**config.mk**
```make
export PLATFORM = sky130hd
export DESIGN_NAME = spi_rx_deserializer_flat
export DESIGN_NICKNAME = d
export VERILOG_FILES = /design/src/rtl/spi_rx_deserializer_if.sv /design/src/rtl/spi_rx_deserializer.sv /design/src/flat_wrapper.sv
export SDC_FILE = /design/constraint.sdc
export NUM_CORES = 1
export LEC_CHECK = 0
export CORE_MARGIN = 8
export CORE_UTILIZATION = 40
export CTS_CLUSTER_DIAMETER = 30
export CTS_CLUSTER_SIZE = 16
export DETAILED_ROUTE_END_ITERATION = 6
export PLACE_DENSITY_LB_ADDON = 0.3
export SETUP_SLACK_MARGIN = 0.3
export SLEW_MARGIN = 20
export SYNTH_ARGS = -nofsm -noshare
export SYNTH_HDL_FRONTEND = slang
export SYNTH_SLANG_ARGS = --single-unit
```
**constraint.sdc**
```tcl
create_clock -name clk -period 6.3 [get_ports clk]
set_clock_uncertainty 0.05 [all_clocks]
set_input_delay 1.575 -clock clk [delete_from_list [all_inputs] [get_ports clk]]
set_output_delay 1.575 -clock clk [all_outputs]
set_load 0.02 [all_outputs]
```
**src/rtl/spi_rx_deserializer_if.sv**
```systemverilog
// spi_rx_deserializer_if
//   Groups the receive stage's signals so the deserializer sees one port.
//   The master modport is the surrounding SPI master (serializer timing,
//   baud generator and Avalon register block); the slave modport is the
//   deserializer itself.
//   Control/serial side : enable, frame, baud_out, rx, word_size, busy
//   Register side       : rd, ov_clear, data_out, rxfe, rxff, rxfo, level
interface spi_rx_deserializer_if #(
  parameter int N = 16,
  parameter int M = 32
);
  localparam int AW = $clog2(N);

  logic          enable;
  logic          frame;
  logic          baud_out;
  logic          rx;
  logic [4:0]    word_size;
  logic          rd;
  logic          ov_clear;
  logic [M-1:0]  data_out;
  logic          rxfe;
  logic          rxff;
  logic          rxfo;
  logic [AW:0]   level;
  logic          busy;

  modport master (
    output enable, frame, baud_out, rx, word_size, rd, ov_clear,
    input  data_out, rxfe, rxff, rxfo, level, busy
  );

  modport slave (
    input  enable, frame, baud_out, rx, word_size, rd, ov_clear,
    output data_out, rxfe, rxff, rxfo, level, busy
  );
endinterface

```
**src/rtl/spi_rx_deserializer.sv**
```systemverilog
// spi_rx_deserializer
//   Receive side of the SPI master. Samples rx on each falling edge of the
//   bit clock while frame is high, assembles MSB-first words of word_size
//   bits and stores them right-justified in an N-deep RX FIFO that the
//   register block drains through rd.
//   clk    : system clock, rising edge
//   reset  : asynchronous, active-high, clears all state
//   bus    : spi_rx_deserializer_if.slave (serial inputs, FIFO read port,
//            status flags, busy)
module spi_rx_deserializer #(
  parameter int N = 16,
  parameter int M = 32
) (
  input  logic                   clk,
  input  logic                   reset,
  spi_rx_deserializer_if.slave   bus
);
  localparam int AW = $clog2(N);
  localparam logic [AW:0] LVL_FULL = (AW+1)'(N);

  typedef enum logic [1:0] {IDLE, SHIFT, PUSH} state_t;

  state_t        state;
  logic          rx_sync_p0, rx_sync_p1;
  logic          baud_q_p0;
  logic [4:0]    bits_left;
  logic [M-1:0]  shift;
  logic          busy_q;

  logic [M-1:0]  mem [N];
  logic [AW-1:0] wp, rp;
  logic [AW:0]   level;
  logic          rxfo_q;

  logic          fall, run, empty, full;
  logic          push, do_pop, do_push, overflow;

  // Stage p0/p1: rx synchronizer and bit-clock edge history
  always_ff @(posedge clk or posedge reset) begin
    if (reset) begin
      rx_sync_p0 <= 1'b0;
      rx_sync_p1 <= 1'b0;
      baud_q_p0  <= 1'b0;
    end else begin
      rx_sync_p0 <= bus.rx;
      rx_sync_p1 <= rx_sync_p0;
      baud_q_p0  <= bus.baud_out;
    end
  end

  assign fall = baud_q_p0 & ~bus.baud_out;
  assign run  = bus.enable & bus.frame;

  // Word assembly; an abort (frame or enable low) outranks a pending sample
  // so a truncated word is never pushed.
  always_ff @(posedge clk or posedge reset) begin
    if (reset) begin
      state     <= IDLE;
      bits_left <= '0;
      shift     <= '0;
      busy_q    <= 1'b0;
    end else begin
      case (state)
        IDLE: begin
          if (run && bus.word_size != 5'd0) begin
            bits_left <= bus.word_size;
            shift     <= '0;
            state     <= SHIFT;
            busy_q    <= 1'b1;
          end
        end
        SHIFT: begin
          if (!run) begin
            state  <= IDLE;
            busy_q <= 1'b0;
          end else if (fall) begin
            shift     <= {shift[M-2:0], rx_sync_p1};
            bits_left <= bits_left - 5'd1;
            if (bits_left == 5'd1) state <= PUSH;
          end
        end
        PUSH: begin
          // word_size is rechecked so a zero size never enters SHIFT with
          // nothing to count down.
          if (run && bus.word_size != 5'd0) begin
            bits_left <= bus.word_size;
            shift     <= '0;
            state     <= SHIFT;
          end else begin
            state  <= IDLE;
            busy_q <= 1'b0;
          end
        end
        default: begin
          state  <= IDLE;
          busy_q <= 1'b0;
        end
      endcase
    end
  end

  assign empty    = (level == '0);
  assign full     = (level == LVL_FULL);
  assign push     = (state == PUSH);
  assign do_pop   = bus.rd & ~empty;
  // A pop in the same cycle frees the slot, so a full FIFO still accepts.
  assign do_push  = push & (~full | do_pop);
  assign overflow = push & full & ~do_pop;

  // Stage p2: FIFO storage and bookkeeping
  always_ff @(posedge clk) begin
    if (do_push) mem[wp] <= shift;
  end

  always_ff @(posedge clk or posedge reset) begin
    if (reset) begin
      wp     <= '0;
      rp     <= '0;
      level  <= '0;
      rxfo_q <= 1'b0;
    end else begin
      if (do_push) wp <= wp + AW'(1);
      if (do_pop)  rp <= rp + AW'(1);
      case ({do_push, do_pop})
        2'b10:   level <= level + (AW+1)'(1);
        2'b01:   level <= level - (AW+1)'(1);
        default: level <= level;
      endcase
      if (overflow)          rxfo_q <= 1'b1;
      else if (bus.ov_clear) rxfo_q <= 1'b0;
    end
  end

  assign bus.data_out = empty ? '0 : mem[rp];
  assign bus.rxfe     = empty;
  assign bus.rxff     = full;
  assign bus.rxfo     = rxfo_q;
  assign bus.level    = level;
  assign bus.busy     = busy_q;
endmodule

```
**src/flat_wrapper.sv**
```systemverilog
// flat-port wrapper written by rule: the top's interface ports become plain ports
module spi_rx_deserializer_flat 
#(
  parameter int N = 16,
  parameter int M = 32
)
  (clk, reset, bus_enable, bus_frame, bus_baud_out, bus_rx, bus_word_size, bus_rd, bus_ov_clear, bus_data_out, bus_rxfe, bus_rxff, bus_rxfo, bus_level, bus_busy);
  spi_rx_deserializer_if #(.N(N), .M(M)) bus_i ();
  input  logic clk;
  input  logic reset;
  input wire logic [$bits(bus_i.enable)-1:0] bus_enable;
  input wire logic [$bits(bus_i.frame)-1:0] bus_frame;
  input wire logic [$bits(bus_i.baud_out)-1:0] bus_baud_out;
  input wire logic [$bits(bus_i.rx)-1:0] bus_rx;
  input wire logic [$bits(bus_i.word_size)-1:0] bus_word_size;
  input wire logic [$bits(bus_i.rd)-1:0] bus_rd;
  input wire logic [$bits(bus_i.ov_clear)-1:0] bus_ov_clear;
  output wire logic [$bits(bus_i.data_out)-1:0] bus_data_out;
  output wire logic [$bits(bus_i.rxfe)-1:0] bus_rxfe;
  output wire logic [$bits(bus_i.rxff)-1:0] bus_rxff;
  output wire logic [$bits(bus_i.rxfo)-1:0] bus_rxfo;
  output wire logic [$bits(bus_i.level)-1:0] bus_level;
  output wire logic [$bits(bus_i.busy)-1:0] bus_busy;
  assign bus_i.enable = bus_enable;
  assign bus_i.frame = bus_frame;
  assign bus_i.baud_out = bus_baud_out;
  assign bus_i.rx = bus_rx;
  assign bus_i.word_size = bus_word_size;
  assign bus_i.rd = bus_rd;
  assign bus_i.ov_clear = bus_ov_clear;
  assign bus_data_out = bus_i.data_out;
  assign bus_rxfe = bus_i.rxfe;
  assign bus_rxff = bus_i.rxff;
  assign bus_rxfo = bus_i.rxfo;
  assign bus_level = bus_i.level;
  assign bus_busy = bus_i.busy;
  spi_rx_deserializer #(.N(N), .M(M)) u_core (.clk(clk), .reset(reset), .bus(bus_i));
endmodule
```
==> results.sh <==
export IMPL_status="finished, final reports clean"
export IMPL_setup_tns_ps=0
export IMPL_rsz0062_at_grt="false"
export IMPL_final_common_cell="edfxtp_1"
export IMPL_hp_class="reg2reg"
export IMPL_p_leak_nw=9.15
export IMPL_grt_use_total=0.155
export IMPL_diodes=0
export IMPL_ctsResizeCount=0
export IMPL_drv_cap=0
export IMPL_ant_nets=0
export IMPL_die_area_um2=62800
export IMPL_ys_seq_area_frac=0.763
export IMPL_layout_common_cells="edfxtp_1 (512), mux4_2 (128), clkbuf_16 (111)"
export IMPL_avgSynthCellArea_um2=21.7
export IMPL_endpoint_kind="primary output"
export IMPL_ys_flop_type="edfxtp_1"
export IMPL_antenna_found_initial=0
export IMPL_cp_start_kind="register"
export IMPL_globalplace_congestion=0.717
export IMPL_area_growth_pct=24.6
export IMPL_wl_per_cell_um=24.5
export IMPL_gr_total_overflow=0
export IMPL_fin_nets=1185
export IMPL_cts_sinks=569
export IMPL_grt_pass1_wl_mm=72.9
export IMPL_grt_start_max_net_pins=60
export IMPL_grt_util_met3=0.0358
export IMPL_start_util=0.402
export IMPL_post_cts_setup_buffers=0
export IMPL_fin_crit_sh=0.851
export IMPL_worstSetupPathType="reg2out"
export IMPL_worst_slew_pin_slew_ps=903
export IMPL_regArea_um2=16800
export IMPL_slew_headroom=0.398
export IMPL_final_max_slew_viol_count=0
export IMPL_fp_dieW_um=251
export IMPL_cts_hold_buffers=0
export IMPL_cts_tree="built"
export IMPL_drt_initial_drc_count=743
export IMPL_p_per_area_nw_per_um2=461
export IMPL_die_height_um=251
export IMPL_ys_async_sr_fraction=0.100
export IMPL_htree_levels=3
export IMPL_yosysWarnings=0
export IMPL_hold_violations=0
export IMPL_syn_inst=1015
export IMPL_cp_max_fo=19
export IMPL_totalPowerFinal_mw=12.7
export IMPL_vias=10700
export IMPL_clk_path_buf_depth=3
export IMPL_maxClockFrequency_mhz=187
export IMPL_synth_edff_count=512
export IMPL_dr_pass1_iters=6
export IMPL_yosysUniqueCellTypes=50
export IMPL_irDropWorstVdd_uv=239
export IMPL_drive_above_1_share=0.316
export IMPL_num_rows=86
export IMPL_yosys_top_cells_area="edfxtp_1 (70%), mux4_2 (13%), dfrtp_1 (6.5%)"
export IMPL_ys_ff_latch=569
export IMPL_grt_pass1_vias=11500
export IMPL_syn_area_um2=22000
export IMPL_viasPerCell=5.44
export IMPL_synth_largest_area_cell="edfxtp_1"
export IMPL_grtUsageMet1=0.197
export IMPL_io_buffers=53
export IMPL_drc=0
export IMPL_met2_usage=0.260
export IMPL_dpl_hpwl_mm=26.9
export IMPL_ios=54
export IMPL_busiest_layer="met2"
export IMPL_fin_crit_ps=5360
export IMPL_crit_arrival_ps=3730
export IMPL_ctsRootBufferMaster="clkbuf_16"
export IMPL_clock_latency_ps=630
export IMPL_wl_mm=48.1
export IMPL_setup_viol=0
export IMPL_core_um2=54800
export IMPL_cts_made_buffers=110
export IMPL_clk_pin_slew_worst_paths_ps=50
export IMPL_fillers=4304
export IMPL_multi_input_area_um2=5000
export IMPL_worstPathRequired_ps=4680
export IMPL_syn_num_nets=1038
export IMPL_synth_top_area_share=0.698
## cells by family (layout without fill, tap and decap cells)
logic type,after synthesis,in the layout,synth area share
AO/OA/AOI/OAI,89,89,0.0350
multiplexers,164,164,0.149
flip-flops,569,569,0.763
adder cells (fa/ha/maj),10,10,0.00568
AND/OR/NAND/NOR,103,103,0.0258
buffers and inverters,68,310,0.0164
XOR/XNOR,12,12,0.00477
## final timing paths
check,slack [ps],startpoint,cells after the start,endpoint
setup / recovery,940,u_core.bus.level[1],6,bus_data_out[6]
hold / removal,300,u_core.rx_sync_p0,0,u_core.rx_sync_p1
setup reg to reg,2860,u_core.state[0],10,u_core.bus.level[4]
hold reg to reg,300,u_core.rx_sync_p0,0,u_core.rx_sync_p1
max in group asynchronous,4040,reset,3,u_core.rp[3]
min in group asynchronous,1480,reset,3,u_core.bus.level[3]
## flip-flops by register name, summed over array words and instances, names as in the netlist
signal             count
u_core.bus.busy        1
u_core.shift          32
u_core.state           2
u_core.bits_left       5
u_core.rp              4
u_core.bus.level       5
u_core.bus.rxfo        1
u_core.mem           512
u_core.rx_sync_p0      1
u_core.baud_q_p0       1
u_core.wp              4
u_core.rx_sync_p1      1
## metrics by stage
stage / hold slack (ps) / cell area, µm² / utilization / setup WS (ps) / std cells
after CTS: 298 / 27400 / 0.500 / 806 / 1960
final: 302 / 27400 / 0.501 / 941 / 1961
after global placement: 283 / 23600 / 0.431 / 1580 / 1753
after detailed placement: 287 / 23600 / 0.431 / 1490 / 1753
after floorplan: 281 / 22000 / - / 1220 / 1015
after global routing: 310 / 27400 / 0.501 / 738 / 1961
## cell usage after synthesis, drive strengths merged, types with 5 or more instances
cell type	number
mux2	34
inv	14
a22o	32
nand2b	5
xor2	6
nand2	12
a221o	32
a21oi	6
buf	40
nor3	8
dfrtp	57
nor2	22
mux4	128
nand3	5
edfxtp	512
nor2b	33
clkbuf	14
xnor2	6
ha	10
a31oi	5
## critical path: stages (launching register included)
cell	delay (ps)
dfrtp_1	480
or4_1	590
o211ai_4	680
buf_4	420
nor2b_1	90
a221o_1	270
clkdlybuf4s50_1	550
## metal layers
metal	vias to the layer above	part of all wire
met2	300	0.50
li1	4591	-
met5	-	0
met1	5724	0.42
met3	60	0.055
met4	0	0.018
## layout make-up
| class | instances | area share |
|---|---|---|
| clock inverter | 66 | 0.0318 |
| inverter | 14 | 0.00192 |
| multi-input combinational | 378 | 0.182 |
| sequential | 569 | 0.613 |
| tap | 704 | 0.0321 |
| timing repair buffer | 89 | 0.0317 |
| clock buffer | 141 | 0.108 |
## power by group
group          total (mW)  internal (mW)  switching [mW]
logic                2.44           1.23            1.22
registers            4.35           4.11           0.233
clock network        5.86           3.96            1.90
total                12.7           9.30            3.35
Note: power is estimated with default switching activity, not from simulation.
